--- src/rtl/usb_bitstuff_stream.sv ---
// USB transmit bit stuffer: inserts ~MARK_BIT after RUN_LEN consecutive MARK_BIT bits,
// with bypass for unstuffed fields, end-of-packet flush onto the stuff bit, NRZI and stats.
module usb_bitstuff_stream #(
  parameter int   RUN_LEN  = 6,
  parameter logic MARK_BIT = 1'b1,
  parameter bit   NRZI_EN  = 1'b1,
  parameter int   STAT_W   = 16
) (
  input  logic              clk,
  input  logic              rst,
  input  logic              bit_en,
  input  logic              in_valid,
  input  logic              in_data,
  input  logic              in_last,
  input  logic              in_bypass,
  output logic              in_ready,
  output logic              out_valid,
  output logic              out_data,
  output logic              out_nrzi,
  output logic              out_stuff,
  output logic              out_last,
  input  logic              clr_stats,
  output logic [STAT_W-1:0] stuff_cnt
);

  // state    | meaning
  // ST_PASS  | source bits flow through, run counter tracks MARK_BIT runs
  // ST_STUFF | run complete; next bit period emits ~MARK_BIT and stalls the source
  typedef enum logic {ST_PASS, ST_STUFF} state_t;

  localparam int RUN_W = $clog2(RUN_LEN + 1);
  localparam logic [RUN_W-1:0] RUN_TOP = RUN_W'(RUN_LEN - 1);
  localparam logic [STAT_W-1:0] CNT_MAX = {STAT_W{1'b1}};

  if (RUN_LEN < 2 || RUN_LEN > 15) begin : g_bad_run_len
    $error("usb_bitstuff_stream: RUN_LEN must be in 2..15");
  end

  state_t           r_state, w_state_nxt;
  logic [RUN_W-1:0] r_run, w_run_nxt;
  logic             r_last_pend, w_last_pend_nxt;
  logic             r_out_valid, w_valid_nxt;
  logic             r_out_data, w_data_nxt;
  logic             r_out_stuff, w_stuff_nxt;
  logic             r_out_last, w_last_nxt;
  logic             r_nrzi, w_nrzi_nxt;
  logic [STAT_W-1:0] r_cnt, w_cnt_nxt;
  logic             w_stuff_emit;

  assign in_ready  = bit_en & (r_state == ST_PASS);
  assign out_valid = r_out_valid;
  assign out_data  = r_out_data;
  assign out_stuff = r_out_stuff;
  assign out_last  = r_out_last;
  assign out_nrzi  = NRZI_EN ? r_nrzi : r_out_data;
  assign stuff_cnt = r_cnt;

  always_ff @(posedge clk or negedge rst) begin
    if (!rst) begin
      r_state     <= ST_PASS;
      r_run       <= '0;
      r_last_pend <= 1'b0;
      r_out_valid <= 1'b0;
      r_out_data  <= MARK_BIT;
      r_out_stuff <= 1'b0;
      r_out_last  <= 1'b0;
      r_nrzi      <= 1'b1;
      r_cnt       <= '0;
    end else begin
      r_state     <= w_state_nxt;
      r_run       <= w_run_nxt;
      r_last_pend <= w_last_pend_nxt;
      r_out_valid <= w_valid_nxt;
      r_out_data  <= w_data_nxt;
      r_out_stuff <= w_stuff_nxt;
      r_out_last  <= w_last_nxt;
      r_nrzi      <= w_nrzi_nxt;
      r_cnt       <= w_cnt_nxt;
    end
  end

  always_comb begin
    w_state_nxt     = r_state;
    w_run_nxt       = r_run;
    w_last_pend_nxt = r_last_pend;
    w_valid_nxt     = 1'b0;
    w_data_nxt      = r_out_data;
    w_stuff_nxt     = r_out_stuff;
    w_last_nxt      = r_out_last;
    w_stuff_emit    = 1'b0;
    if (bit_en) begin
      if (r_state == ST_STUFF) begin
        w_stuff_emit    = 1'b1;
        w_valid_nxt     = 1'b1;
        w_data_nxt      = ~MARK_BIT;
        w_stuff_nxt     = 1'b1;
        w_last_nxt      = r_last_pend;
        w_run_nxt       = '0;
        w_last_pend_nxt = 1'b0;
        w_state_nxt     = ST_PASS;
      end else if (in_valid) begin
        w_valid_nxt = 1'b1;
        w_data_nxt  = in_data;
        w_stuff_nxt = 1'b0;
        w_last_nxt  = in_last;
        if (in_bypass || (in_data != MARK_BIT)) begin
          w_run_nxt = '0;
        end else if (r_run == RUN_TOP) begin
          // packet end is deferred onto the stuff bit that follows
          w_state_nxt     = ST_STUFF;
          w_last_pend_nxt = in_last;
          w_last_nxt      = 1'b0;
          w_run_nxt       = '0;
        end else begin
          w_run_nxt = r_run + RUN_W'(1);
        end
        if (w_last_nxt) w_run_nxt = '0;
      end
    end
  end

  always_comb begin
    w_nrzi_nxt = r_nrzi;
    if (w_valid_nxt && !w_data_nxt) w_nrzi_nxt = ~r_nrzi;
  end

  always_comb begin
    w_cnt_nxt = r_cnt;
    if (clr_stats) begin
      w_cnt_nxt = w_stuff_emit ? STAT_W'(1) : '0;
    end else if (w_stuff_emit && (r_cnt != CNT_MAX)) begin
      w_cnt_nxt = r_cnt + STAT_W'(1);
    end
  end

endmodule
--- config.mk ---
export PLATFORM = sky130hd
export DESIGN_NAME = usb_bitstuff_stream
export DESIGN_NICKNAME = d
export VERILOG_FILES = /design/src/rtl/usb_bitstuff_stream.sv
export SDC_FILE = /design/constraint.sdc
export NUM_CORES = 1
export LEC_CHECK = 0
export CORE_MARGIN = 1.5
export CORE_UTILIZATION = 55
export CTS_CLUSTER_DIAMETER = 60
export DETAILED_ROUTE_END_ITERATION = 12
export DONT_BUFFER_PORTS = 1
export PLACE_DENSITY = 0.8
export SLEW_MARGIN = 20
export SYNTH_ARGS = -nofsm -noshare
export SYNTH_HDL_FRONTEND = slang
export SYNTH_SLANG_ARGS = --single-unit
export TNS_END_PERCENT = 100
--- constraint.sdc ---
create_clock -name clk -period 1.5 [get_ports clk]
set_input_delay 0.45 -clock clk [delete_from_list [all_inputs] [get_ports clk]]
set_output_delay 0.45 -clock clk [all_outputs]
set_load 0.02 [all_outputs]
* Word level (Yosys, flattened, before mapping) *
Cells that the tools add are included.

word-level totals
  register bits after elaboration = 26
  bits of input ports = 8

cells by class
  $add $sub $neg = 2
  eq/ne operators = 3
  muxes and demuxes = 33
  bitwise logic cells = 4
  reductions and logical operators = 9

operator list
  operator                 count
  $mux W16                 2
  $mux W1                  26
  $add A16 B1 Y16 const B  1
  $ne A16 B16 Y1 const B   1
  $mux W3                  5
  $reduce_bool A2 Y1       3
  $reduce_and A4 Y1        1
  $add A3 B1 Y3 const B    1
  $eq A3 B3 Y1 const B     1
  $not A1 Y1               3
  $logic_and A1 B1 Y1      2
  $ne A2 B2 Y1 const B     1
  $reduce_and A2 Y1        1
  $and A1 B1 Y1            1
  $logic_not A1 Y1         1
  $logic_or A1 B1 Y1       1

* Logic depth before layout (Yosys ltp) *
  depth in word-level cells = 9
  gate-level depth with buffers = 6

* Worst setup path after synthesis *
No wires, ideal clock.

  path type = register -> register
  start = reg r_cnt[5] (netlist: stuff_cnt[5])
  end = reg r_cnt[13] (netlist: stuff_cnt[13])
  library setup time = 0.125 ns
  arrival = 1.662 ns
  required time = 1.375 ns
  slack = -0.286 ns
  cell stages (with the launch flop) = 6
  buffers on the path = 1
  clock period less this slack = 1.786 ns
  path through = dfrtp_1 > nand4_2 > or2_1 > buf_6 > nor4_1 > mux2_2

on the way
  cells in the longest elaborated chain, start to end = 3

ends and longest elaborated chain
  element                                                   line      text
  start, declared                                           47        logic [STAT_W-1:0] r_cnt, w_cnt_nxt;
  start signal, assigned                                    78        r_cnt <= w_cnt_nxt;
  $add A16 B1 Y16 / $ne A16 B16 Y1 (equally long branches)  132, 131
  $mux W16 / $logic_and A1 B1 Y1 (equally long branches)    131       end else if (w_stuff_emit && (r_cnt != CNT_MAX)) begin
  $mux W16 / $reduce_bool A2 Y1 (equally long branches)     --

Parallel ways exist; a longest one is shown, timed or not. The select of a mux whose other input is x is not followed.
A chain may end at the register's enable or synchronous reset.

* Worst setup path after layout *
  start = reg r_cnt[12] (netlist: stuff_cnt[12])
  end = reg r_cnt[5] (netlist: stuff_cnt[5])

on the way
  cells in the longest elaborated chain, start to end = 3

ends and longest elaborated chain
  element                              line
  $ne A16 B16 Y1                       131
  $logic_and A1 B1 Y1                  131
  $reduce_bool A2 Y1 (no source line)  --

Every way passes these cells.

==> out/metrics.csv <==
stage,metric,value,unit
final_layout,area_delta_synth_final,50.67,%
power,powerDensity,588.2,nW/µm²
final_layout,final_common_cell,buf_4,
place,hpwl,2.345,mm
critical_path,worstSetupStartpointType,flop,
clock_network,numCtsBuffers,3,
global_routing,grt_antenna_before_repair,0,
yosys,ys_seq_elements,26,
final_layout,final_design_area_no_fill,2102,µm²
power,p_clk_share,30.5,%
yosys,synth_edf_count,0,
clock_network,cts_tree,built,
power,seq_power_share,64.0,%
outcome,violations,negative setup slack,
power,comb_power_share,5.4,%
place,preCtsSetupSlack,-73.17,ps
floorplan,rows,18,
sta,fmax,601.1,MHz
yosys,yosysUniqueCellTypes,42,
power,power,0.001236,W
sta,period_share,110.9,%
sta,maxSlewHeadroom,75.95,%
place,numPortBuffers,0,
final_layout,mostFrequentLayoutCells,"buf_4 (34), buf_6 (14), dfrtp_1 (12), dfrtp_2 (12), nand2_1 (10)",
yosys,yosysSeqAreaShare,46.82,%
power,intPower,0.0009219,W
power,p_sw,0.0003145,W
floorplan,core_area,2432,µm²
detailed_routing,drc_errors,0,
critical_path,arrival,1940,ps
power,peakVddDrop,0.9042,mV
sta,period_needed,1664,ps
sta,fin_skew,2.307,ps
clock_network,htree_levels,1,
sta,whs,137.9,ps
global_routing,first_global_vias,1358,
floorplan,die_h,53.37,µm
yosys,syn_avg_cell_area,9.688,µm²
clock_network,worstSkewPairLatency,340,ps
yosys,synth_warnings,0,
global_routing,grt_max_degree,27,
yosys,syn_inst,144,
clock_network,clockRootBuffer,clkbuf_4,
final_layout,nets,202,
detailed_routing,final_antenna_net_count,0,
critical_path,crit_required,1780,ps
power,switching_share,25.44,%
yosys,synthFlopType,dfrtp_1,
outcome,outcome,finished with violations,
detailed_routing,finalWirelength,4.807,mm
global_routing,grtUsageTotal,30.57,%
power,p_leak,0.8711,nW
yosys,async_flop_share,100.0,%
critical_path,worstPathMaxFanout,5,
clock_network,cts_max_path_buffers,2,
sta,hold_violations,0,
critical_path,critical_path_class,flop to flop,
job,maxCapViolations,0,
detailed_routing,vias,1442,
detailed_routing,dr.pass1.iters,5,
sta,grt_setup_unrepaired,yes,
clock_network,path_clk_slew,150,ps
sta,drv_slew,0,
detailed_routing,drtIter0Drc,63,
global_routing,grt-ovfl-total,0,
clock_network,clock_sinks,26,
min_path,hp-class,input port to flop,
yosys,synth_area,1395,µm²
final_layout,drive_gt1_share,55.21,%
global_routing,grt_first_pass_wirelength,6.279,mm
floorplan,dieArea,2848,µm²
floorplan,die_w,53.37,µm
sta,worst_pin_slew,357.0,ps
sta,fin_ws,-163.7,ps
place,gp_congestion,0.8697,
sta,setup_tns,-1045,ps
final_layout,antennaDiodeCount,0,
place,dpl_cell_area,1667,µm²
floorplan,ios,30,
critical_path,endpoint_kind,flop,
detailed_routing,viasPerCell,6.495,
yosys,syn-num-nets,153,
sta,setup_violations,17,
detailed_routing,drt-wirelength-per-cell,21.65,µm
floorplan,initial_core_util,57.36,%
## cell families after synthesis
kind of cell,share of synthesized area (%)
AO/OA/AOI/OAI,15.97
buffers and inverters,5.112
flip-flops,46.82
adder cells (fa/ha/maj),0.8967
AND/OR/NAND/NOR,26.10
multiplexers,3.856
XOR/XNOR,1.256
## synth_stat cells, types with 2 or more instances
cell type  count  area (µm²)
or4_1          4       30.03
buf_6          2       22.52
a21oi_1       10       50.05
o21ai_0       11       55.05
xnor2_1        2       17.52
dfrtp_1       24       600.6
or3_1          4       25.02
o31ai_1        4       30.03
nor2b_1        7       43.79
nor3_1         4       20.02
nand3_1        8       40.04
inv_1          5       18.77
nor2_1        10       37.54
nand4_1        4       25.02
nand2_1       10       37.54
buf_2          2       10.01
o311ai_0       2       17.52
mux2_2         3       33.78
nor4_1         2       12.51
mux2i_1        2       20.02
dfstp_2        2       52.55
and2_1         2       12.51
## registers in the layout, summed over array words and instances (netlist names)
register	flops
out_data	1
out_nrzi	1
r_last_pend	1
r_state	1
out_stuff	1
r_run	3
out_valid	1
stuff_cnt	16
out_last	1
## layer usage
metal	GRT usage [%]	vias to the layer above	wire, µm
met5	0	-	0
met4	11.97	0	198
met2	52.88	80	2501
met1	38.61	715	1798
met3	3.107	16	308
li1	-	631	-
## power groups by stage
stage | Clock, W | Sequential [W] | Combinational, W
after floorplan | 0 | 0.000800 | 0.0000504
after global placement | 0 | 0.000805 | 0.0000413
after detailed placement | 0 | 0.000804 | 0.0000431
after CTS | 0.000365 | 0.000792 | 0.0000675
after global routing | 0.000419 | 0.000795 | 0.0000770
final | 0.000378 | 0.000792 | 0.0000671
## critical path, cell delays in order (launching register included)
cell and delay (ps):
dfrtp_2 460, nand4_1 130, buf_4 170, nor4_4 60, buf_4 160, or4_4 490
a21oi_2 140
## cell type report
cell class | count | area [µm²]
inverters | 5 | 18.77
repair buffers | 50 | 442.9
clock buffers | 4 | 36.28
flip-flops and latches | 26 | 668.1
multi-input cells | 107 | 898.4
well taps | 30 | 37.54
fillers | 119 | 330.3
## stage by stage
stage	utilization (%)	std cells
6_report	86.42	222
5_1_grt	86.42	222
4_1_cts	77.11	214
3_5_place_dp	68.52	201
3_3_place_gp	68.52	201
2_1_floorplan	-	144
## final timing paths
check | slack (ps) | end | cells after the start | from
setup / recovery | -160 | stuff_cnt[5] | 6 | stuff_cnt[12]
hold / removal | 140 | stuff_cnt[9] | 1 | clr_stats
setup reg to reg | -160 | stuff_cnt[5] | 6 | stuff_cnt[12]
hold reg to reg | 550 | out_data | 1 | out_data
max in group asynchronous | 750 | out_data | 2 | rst
min in group asynchronous | 520 | stuff_cnt[8] | 2 | rst
## repair_timing
item                                    CTS  global route
gates cloned                              2             0
setup buffers                             5             8
hold endpoints to repair                 26             0
hold buffers                              2             0
endpoints found under the setup margin   13            23
pin swaps                                 9            15
resized for setup                        19            41
(Power assumes the default switching activity.)
